==> src/rtl/sipo_frame_ctrl.sv <==
// Serial-in/parallel-out frame controller: shifts qualified bits into WIDTH-bit words and hands them out via valid/ready.
// Optional even-parity trailer bit when the PARITY_CHECK_EN macro is defined.
module sipo_frame_ctrl #(
  parameter int WIDTH = 4,
  localparam int CNT_W = $clog2(WIDTH + 1)
) (
  input  logic             clk,
  input  logic             rst,
  input  logic             serial_in,
  input  logic             serial_valid,
  input  logic             frame_abort,
  input  logic             out_ready,
  input  logic             overrun_clr,
  output logic [WIDTH-1:0] parallel_out,
  output logic             out_valid,
  output logic             busy,
  output logic             overrun,
  output logic             parity_err
);

  localparam logic [1:0] IDLE  = 2'd0;
  localparam logic [1:0] SHIFT = 2'd1;
`ifdef PARITY_CHECK_EN
  localparam logic [1:0] PAR   = 2'd2;
`endif

  logic [1:0]       state_q, state_d;
  logic [CNT_W-1:0] cnt_q, cnt_d;
  logic [WIDTH-1:0] shreg_q, shreg_d;
  logic [WIDTH-1:0] pout_q, pout_d;
  logic             ovalid_q, ovalid_d;
  logic             overrun_q, overrun_d;
  logic             perr_q, perr_d;

  logic             complete;
  logic [WIDTH-1:0] word;
  logic [WIDTH-1:0] shifted;
  logic             last_bit;

  assign shifted  = {shreg_q[WIDTH-2:0], serial_in};
  assign last_bit = (cnt_q == CNT_W'(WIDTH - 1));

  // Frame sequencing: abort wins over any presented bit.
  always_comb begin
    state_d  = state_q;
    cnt_d    = cnt_q;
    shreg_d  = shreg_q;
    complete = 1'b0;
    word     = shifted;
    perr_d   = 1'b0;
    if (frame_abort) begin
      state_d = IDLE;
      cnt_d   = '0;
      shreg_d = '0;
    end else if (serial_valid) begin
      case (state_q)
        IDLE: begin
          shreg_d = shifted;
          cnt_d   = CNT_W'(1);
          state_d = SHIFT;
        end
        SHIFT: begin
          shreg_d = shifted;
          if (last_bit) begin
            cnt_d = '0;
`ifdef PARITY_CHECK_EN
            state_d = PAR;
`else
            state_d  = IDLE;
            complete = 1'b1;
`endif
          end else begin
            cnt_d = cnt_q + CNT_W'(1);
          end
        end
`ifdef PARITY_CHECK_EN
        PAR: begin
          // Word stays held in shreg; the trailer bit must make total parity even.
          state_d = IDLE;
          word    = shreg_q;
          if ((^shreg_q) ^ serial_in) begin
            perr_d = 1'b1;
          end else begin
            complete = 1'b1;
          end
        end
`endif
        default: begin
          state_d = IDLE;
          cnt_d   = '0;
        end
      endcase
    end
  end

  // Output register: a completed word is taken unless an unconsumed word is stuck.
  always_comb begin
    pout_d    = pout_q;
    ovalid_d  = ovalid_q;
    overrun_d = overrun_clr ? 1'b0 : overrun_q;
    if (complete) begin
      if (!ovalid_q || out_ready) begin
        pout_d   = word;
        ovalid_d = 1'b1;
      end else begin
        overrun_d = 1'b1;
      end
    end else if (ovalid_q && out_ready) begin
      ovalid_d = 1'b0;
    end
  end

  always_ff @(posedge clk) begin
    if (rst) begin
      state_q   <= IDLE;
      cnt_q     <= '0;
      shreg_q   <= '0;
      pout_q    <= '0;
      ovalid_q  <= 1'b0;
      overrun_q <= 1'b0;
      perr_q    <= 1'b0;
    end else begin
      state_q   <= state_d;
      cnt_q     <= cnt_d;
      shreg_q   <= shreg_d;
      pout_q    <= pout_d;
      ovalid_q  <= ovalid_d;
      overrun_q <= overrun_d;
      perr_q    <= perr_d;
    end
  end

  assign parallel_out = pout_q;
  assign out_valid    = ovalid_q;
  assign busy         = (state_q != IDLE);
  assign overrun      = overrun_q;
`ifdef PARITY_CHECK_EN
  assign parity_err   = perr_q;
`else
  assign parity_err   = 1'b0;
`endif

endmodule

==> config.mk <==
export PLATFORM = sky130hd
export DESIGN_NAME = sipo_frame_ctrl
export DESIGN_NICKNAME = d
export VERILOG_FILES = /design/src/rtl/sipo_frame_ctrl.sv
export SDC_FILE = /design/constraint.sdc
export NUM_CORES = 1
export LEC_CHECK = 0
export CORE_AREA = 2 2 39 41
export DETAILED_ROUTE_END_ITERATION = 6
export DIE_AREA = 0 0 41 43
export PLACE_DENSITY = 0.73
export SLEW_MARGIN = 20
export SYNTH_ARGS = -nofsm -noshare
export SYNTH_HDL_FRONTEND = slang
export SYNTH_SLANG_ARGS = --single-unit
==> constraint.sdc <==
create_clock -name clk -period 2.6 [get_ports clk]
set_input_delay 0.39 -clock clk [delete_from_list [all_inputs] [get_ports clk]]
set_output_delay 0.39 -clock clk [all_outputs]
set_load 0.02 [all_outputs]
# Yosys cells after proc, flatten, opt, wreduce, memory -nomap -nowiden
# Cells that the tools add are included.
# totals
output_inout_bits,8
ramBits,0
memories,0
register_bits,14
wordCells,37
input_bits,7
romBits,0
latch_bits,0
# op_classes
magnitude_cmp,0
mul,0
n_eq_ne,4
addsub,1
n_bitwise,0
n_reduce_logical,12
shifts,0
div,0
mux,14
# ops
cell,n
$mux 1,10
$reduce_and 2->1,4
$pmux 3 s2,1
$pmux 2 s2,1
$reduce_bool 2->1,2
$reduce_or 2->1,2
$add 3x1->3 const B,1
$eq 3x2->1 const B,1
$mux 3,1
$eq 2x1->1 const B,1
$logic_not 2->1,1
$mux 2,1
$ne 2x1->1 const B,1
$ne 2x2->1 const B,1
$logic_and 1x1->1,1
$logic_not 1->1,1
$logic_or 1x1->1,1

# Logic depth before layout (Yosys ltp)
# Gate-level depths: netlist of run 1.
# logic_depth
word_depth,7
depth_mapped,4
depth_no_buf,4

# Least setup slack after synthesis of run 1
# OpenSTA, ideal clock, no wires.
# synth_timing
path_kind,reg-to-reg
from,register cnt_q[0]
to,"register pout_q[0], in the netlist parallel_out[0]"
setup_ps,72
t_required_ps,2528
path_buffers,0
slack_ps,1364
path_stages_with_launch,5
t_arrival_ps,1164
cell_sequence,dfxtp_1 > ha_1 > nand4b_4 > nor3b_4 > mux2i_1
# synth_via
elab_chain_cells,6
# synth_rtl
element,line,text
from (decl),28,"logic [CNT_W-1:0] cnt_q, cnt_d;"
from (signal assigned),124,cnt_q <= cnt_d;
$eq 3x2->1,41,assign last_bit = (cnt_q == CNT_W'(WIDTH - 1));
$mux 1,64,if (last_bit) begin
$mux 1,56,case (state_q)
$mux 1,55,end else if (serial_valid) begin
$mux 1,51,if (frame_abort) begin
$reduce_and 2->1 (no source line),-,
to (signal assigned),126,pout_q <= pout_d;
to (decl),30,"logic [WIDTH-1:0] pout_q, pout_d;"
# No other way between the ends.
# A chain may end at the register's enable or synchronous reset.

# Final worst setup path of run 1
# layout_timing
from,register state_q[0]
to,output port busy
# layout_via
elab_chain_cells,1
# layout_rtl
element,line,text
from (decl),27,"logic [1:0] state_q, state_d;"
from (signal assigned),123,state_q <= state_d;
$reduce_bool 2->1,135,assign busy = (state_q != IDLE);
to (decl),16,"output logic busy,"
# No other way between the ends.

==> results.txt, run 1 <==
----------------------------------------------------
[Pwr]
  Net switching power ... slightly below 80 µW
  Cell leakage power ... 0.3013 nW
  Power Dens Cells ... roughly 480 nW/µm²
  Logic gate share of total power ... 8.1%
  Seq pwr share ... 57.7%
  Worst vdd ir ... 268.8 µV
  Total Power ... 353.2 µW
  Cell-internal power ... approximately 270 µW
  Part of the total power dissipated in the clock network ... between 30% and 40%
  Switch share ... between 20 and 25%

[Setup path]
  Worst-case register-to-register setup slack ... 1240 ps
  Delay contributed by the slowest stage of the critical path ... 650 ps
  Critical path launch point type ... register
  Crit path kind ... register to output pin
  Critical path endpoint category ... output pin
  WP data required ... 2210 ps
  Worst EP arrival ... 1380 ps
  Buffers and inverters on the worst path ... 1
  Sequence of cells on the critical path ... clkdlybuf4s50_1
  Logic depth of the worst register-to-register path ... 4
  CP max stage cell ... clkdlybuf4s50_1
  FF-to-FF End ... parallel_out[0]
  Worst R2R Start ... cnt_q[0]
  Top delay family on crit path ... buffers and inverters
  Largest fanout of any net on the critical path ... 6

[GRT]
  Remaining Overflow, GRT ... 0
  Vias in the first global route ... 359
  First-pass GRT wire length ... between 1000 and 1500 µm
  Initial antenna violation count ... 0
  Maximum number of pins on one net before global-route repair ... 13
  Overall fraction of global-route tracks in use ... 13.31%

[Yosys]
  Post-synthesis instance total ... 56
  Nets in the synthesized netlist ... 64
  Number of distinct library cell variants in the gate-level netlist after synthesis ... 22
  Netlist area before placement ... 588.1 µm²
  Cell type with the largest total area after synthesis ... dfxtp_1
  Main area contributors after synthesis ... dfxtp_1, mux2i_1, nand2b_1, nand4b_4, nor3b_4
  Sequential area share after synthesis ... between 40 and 50%
  Synth Warn # ... 0
  Yosys reg bits ... 13
  Syn_area_per_cell ... about 11 µm²
  Top cell type's share of synthesized area ... 44.26%

[Timing]
  Unrepaired setup endpoints after global routing ... no
  Setup TNS ... 0 ps
  Total count of max-transition violations in the final report ... 0
  Maximum frequency from static timing analysis ... 564.9 MHz
  Final Setup Violations ... 0
  Period Utilization, post-route ... between 60% and 70%
  Total count of hold-check failures in the final report ... 0
  Final Critical Period ... 1770 ps
  Setup skew after layout ... 7.799 ps
  Slack of the critical path ... roughly 830 ps
  Minimum hold slack ... 470.2 ps

[Min path]
  Worst Hold End ... cnt_q[2]
  Hold Path Stages ... 2
  Path category of the worst min-delay check ... register to register
  Hold path start ... cnt_q[2]

[Layout]
  Number of cells in the finished layout apart from fillers ... 85
  Final standard cell utilization of the core ... 53.44%
  Number of nets in the layout ... 78
  Fraction of final layout cells sized beyond drive strength 1 ... 10.14%
  Total area of sequential cells ... 260.3 µm²
  Count of inserted antenna diode cells ... 0
  Total area of multi-input combinational cells ... 297.8 µm²
  Area grow syn2layout ... 25.74%
  Final standard cell area without fillers ... 739.5 µm²
  Fill cell total of the finished layout ... 134

[Place]
  Number of cells after detailed placement ... around 80
  Area of placed instances ... between 700 and 800 µm²
  Placer's final routability congestion estimate ... 0.6767
  Total half-perimeter wirelength after legalization and detailed placement ... ~650 µm
  Port Buf Inserts ... 13
  Pre-CTS worst setup slack ... 658.9 ps

[CTS]
  Buffer depth of the longest clock path ... 2
  CTS Hold Buffers Added ... 0
  Post-CTS Resized ... 0
  Depth of the CTS H-tree ... 1
  Setup Fix Bufs, Post-CTS ... 0
  CTS tree ... yes
  CTS buffer count ... 3
  Insertion delay of the later-clocked pin in the worst-skew pair ... around 280 ps
  Sink Count ... 13
  CTS root buf ... clkbuf_4
  Clock transition at the register clock pins on the worst setup and hold paths after CTS ... roughly 70 ps

[Routing]
  Number of design rule violations left after detail routing ... 0
  Vias ... 397
  Antenna viol nets, final ... 0
  Average detailed-routed wire length per instance ... 10.34 µm
  Violation count after the first detailed-route iteration ... 4
  Detailed-route wire length ... between 800 and 900 µm
  Number of vias per cell after detailed routing ... roughly 4.7
  First-pass DRT Iterations ... 3

[Floorplan]
  Ports ... 15
  Core area ... 1384 µm²
  Overall die height ... around 43 µm
  Row count ... 14
  Die outline area ... about 1800 µm²
  Initial standard-cell utilization of the core ... 42.50%
  DIE WIDTH ... 41 µm

[Run]
  Number of violations of the max-capacitance limit ... 0

[Status]
  Status ... completed

----------------------------------------------------
[sequential cells by signal, summed over array words and instances, names as in the netlist]
register      cells
shreg_q           3
out_valid         1
state_q           1
parallel_out      4
overrun           1
cnt_q             3
[worst max path at each step]
| stage | slack [ps] | startpoint | cells past startpoint | to |
|---|---|---|---|---|
| 2_1_floorplan | 1360 | cnt_q[0] | 4 | parallel_out[0] |
| 6_report | 830 | state_q[0] | 1 | busy |
| 3_5_place_dp | 660 | serial_valid | 4 | parallel_out[0] |
| 5_1_grt | 780 | state_q[0] | 1 | busy |
| 4_1_cts | 820 | state_q[0] | 1 | busy |
| 3_3_place_gp | 700 | serial_valid | 4 | parallel_out[0] |
[synthesized netlist by cell type]
master and number:
nor2_1 4, ha_1 1, a211oi_1 1, mux2i_1 7, buf_4 1, dfxtp_1 13
conb_1 1, a21oi_1 2, o21bai_1 1, nand2b_1 11, inv_1 1, nand4b_4 1
o21ai_0 1, buf_6 1, or2_1 2, or2b_1 1, clkbuf_1 2, nand3_1 1
o32ai_2 1, a21o_1 1, nor3b_4 1, a31oi_1 1
[logic make-up after synthesis]
kind of cell | after synthesis | share of synthesized area [%]
mux | 7 | 11.92
flops | 13 | 44.26
buf+inv | 5 | 5.107
simple gates | 21 | 25.74
fa+ha+maj | 1 | 2.127
other cells | 1 | 0.6377
compound gates | 8 | 10.21
[final cells by class]
type	instances	area share [%]
multi-input combinational	38	40.27
sequential	13	35.19
timing repair buffer	13	17.60
clock buffer	3	3.046
tap	16	2.707
clock inverter	1	0.6768
inverter	1	0.5076
[power by group through the flow]
stage | registers, mW | logic [mW] | clock network (mW)
floorplan | 0.209 | 0.0177 | 0
global placement | 0.208 | 0.0285 | 0
detailed placement | 0.208 | 0.0287 | 0
CTS | 0.204 | 0.0288 | 0.130
global route | 0.204 | 0.0310 | 0.137
finish | 0.204 | 0.0286 | 0.121
[placed cells by master, fill, tap and decap left out]
cell type        count
inv_1                1
clkinv_2             1
ha_1                 1
nand4b_4             1
a211oi_1             1
o21ai_0              1
o21bai_1             1
a31oi_1              1
conb_1               1
clkbuf_4             3
or2b_1               1
a21oi_1              2
nor2_1               4
mux2i_1              7
nand2b_1            11
nor3b_4              1
a21o_1               1
nand3_1              1
dfxtp_1             13
or2_1                2
clkdlybuf4s50_1     13
o32ai_2              1
[metal layers]
| layer | track usage [%] | up-vias | routed length (µm) |
|---|---|---|---|
| met5 | 0 | - | 0 |
| met4 | 8.000 | 0 | 14 |
| met3 | 8.377 | 2 | 66 |
| met2 | 16.88 | 13 | 363 |
| met1 | 16.29 | 167 | 434 |
| li1 | - | 215 | - |
[worst reg2reg max path: stages (launching register included)]
cell	delay [ps]
dfxtp_1	370
ha_1	240
nand4b_4	140
nor3b_4	330
mux2i_1	220
No activity file was read; power rests on OpenSTA's default activity.
==> run 2, diff against run 1 <==
CORE_AREA = unset   (was 2 2 39 41)
CORE_UTILIZATION = 45   (was unset)
DIE_AREA = unset   (was 0 0 41 43)
PLACE_DENSITY = 0.74   (was 0.73)
clock period = 1.8 ns   (was 2.6 ns; I/O delays follow)
==> run 2 against run 1 <==
Sequential cell count unchanged. Worst hold slack improved by 5.2 ps. Design area increased by 1.7%. Cell count unchanged. Die area decreased by 17%. Global-route usage increased by 4.6 points. Clock skew decreased by 4.8 ps. Critical path depth unchanged. Count of clock-buffer cells in the layout unchanged. Clock power increased by 49%. Critical path type unchanged. First-iteration DRC count increased to 3.5 times the previous value.
==> results.txt, run 2 (synthesis results as in run 1) <==
----------------------------------------------------
[Routing]
  Highest metal layer with signal wires ... met4
  Antenna viol nets, final ... 0
  Number of vias per cell after detailed routing ... about 5.1
  DRT met1 WL ... around 470 µm
  Detailed-route wire length ... approximately 1000 µm
  Amount of wire on met3 after detailed routing ... 58 µm
  Average detailed-routed wire length per instance ... 11.94 µm
  Met2 wirelength from detailed routing ... 473 µm
  Number of design rule violations left after detail routing ... 0
  First-pass DRT Iterations ... 3
  Violation count after the first detailed-route iteration ... 14
  Vias ... 433

[Pwr]
  Worst vdd ir ... 531.3 µV
  Power Dens Cells ... slightly below 700 nW/µm²
  Cell leakage power ... ~0.31 nW
  Total Power ... 520.1 µW

[Setup path]
  Buffers and inverters on the worst path ... 1
  Worst-case register-to-register setup slack ... between 400 and 500 ps
  Delay contributed by the slowest stage of the critical path ... approximately 660 ps
  Worst EP arrival ... 1400 ps
  Largest fanout of any net on the critical path ... 6
  Top delay family on crit path ... buffers and inverters
  Critical path launch point type ... register
  WP data required ... around 1500 ps
  CP max stage cell ... clkdlybuf4s50_1
  Crit path kind ... register to output pin
  Critical path endpoint category ... output pin
  Sequence of cells on the critical path ... clkdlybuf4s50_1

[CTS]
  CTS root buf ... clkbuf_4
  Post-CTS Resized ... 0
  CTS Hold Buffers Added ... 0
  Depth of the CTS H-tree ... 1
  Buffer depth of the longest clock path ... 2
  CTS buffer count ... 3
  Sink Count ... 13
  Setup Fix Bufs, Post-CTS ... 0
  Clock transition at the register clock pins on the worst setup and hold paths after CTS ... 80 ps
  Insertion delay of the later-clocked pin in the worst-skew pair ... 270 ps
  CTS tree ... yes

[Timing]
  Setup skew after layout ... ~3.0 ps
  Setup TNS ... 0 ps
  Final Critical Period ... 1667 ps
  Unrepaired setup endpoints after global routing ... no
  Maximum frequency from static timing analysis ... 599.8 MHz
  Final Setup Violations ... 0
  Slack of the critical path ... roughly 130 ps
  Total count of max-transition violations in the final report ... 0
  Total count of hold-check failures in the final report ... 0
  Period Utilization, post-route ... just over 90%

[Layout]
  Area grow syn2layout ... 27.87%
  Fraction of final layout cells sized beyond drive strength 1 ... 12.68%
  Count of inserted antenna diode cells ... 0
  Number of cells in the finished layout apart from fillers ... 85
  Flip-flop count of the largest register after layout ... 4
  Most used cells in the layout excluding fill and tap cells ... dfxtp_1, clkdlybuf4s50_1, nand2b_1
  Number of nets in the layout ... 80
  Final standard cell utilization of the core ... 65.04%

[GRT]
  First-pass GRT wire length ... 1752 µm
  Maximum number of pins on one net before global-route repair ... 12
  Remaining Overflow, GRT ... 0
  Overall fraction of global-route tracks in use ... 17.94%
  Initial antenna violation count ... 0
  Vias in the first global route ... 411

[Floorplan]
  Ports ... 15
  Row count ... 12
  Initial standard-cell utilization of the core ... 50.87%
  DIE WIDTH ... 38.15 µm
  Core area ... between 1000 and 1500 µm²
  Overall die height ... about 38 µm
  Die outline area ... 1455 µm²

[Place]
  Pre-CTS worst setup slack ... 255.5 ps
  Total half-perimeter wirelength after legalization and detailed placement ... 729.8 µm
  Number of cells after detailed placement ... slightly above 80
  Placer's final routability congestion estimate ... 0.7259
  Port Buf Inserts ... 13

[Status]
  Status ... completed

[Min path]
  Path category of the worst min-delay check ... register to register

[Run]
  Number of violations of the max-capacitance limit ... 0

----------------------------------------------------
## run 2: cell count changes in the layout (fill, tap and decap cells not counted), sizes merged
cell	previous run	this run
buf	0	2
## run 2: metal layers
layer / vias up / track usage, %
li1: 219 / -
met1: 201 / 21.90
met2: 11 / 27.12
met3: 2 / 7.558
met4: 0 / 8.036
met5: - / 0
## run 2: through the flow
| step | cell area (µm²) | hold WS (ps) |
|---|---|---|
| after floorplan | 588.1 | 364.8 |
| after global placement | 724.4 | 462.5 |
| after detailed placement | 724.4 | 457.4 |
| after CTS | 752.0 | 481.8 |
| after global routing | 752.0 | 504.8 |
| final | 752.0 | 475.3 |
## run 2: final timing paths
kind	start	endpoint	cells after the start
worst min register to register	cnt_q[2]	cnt_q[2]	2
worst min-delay path	cnt_q[2]	cnt_q[2]	2
worst max-delay path	state_q[0]	busy	1
worst max register to register	cnt_q[0]	parallel_out[0]	4
## run 2: area by class of cell
type	instances	area [µm²]
flip-flops and latches	13	260.3
repair buffers	15	145.1
well taps	14	17.52
multi-input cells	38	297.8
clock inverters	1	5.005
fillers	94	404.1
inverters	1	3.754
clock buffers	3	22.52
## run 2: where the power goes
| group | internal (mW) | switching [mW] | total, mW | leakage, nW |
|---|---|---|---|---|
| clock network | 0.0823 | 0.0981 | 0.180 | 0.0177 |
| logic | 0.0260 | 0.0193 | 0.0453 | 0.188 |
| registers | 0.291 | 0.00395 | 0.294 | 0.105 |
| total | 0.399 | 0.121 | 0.520 | 0.311 |
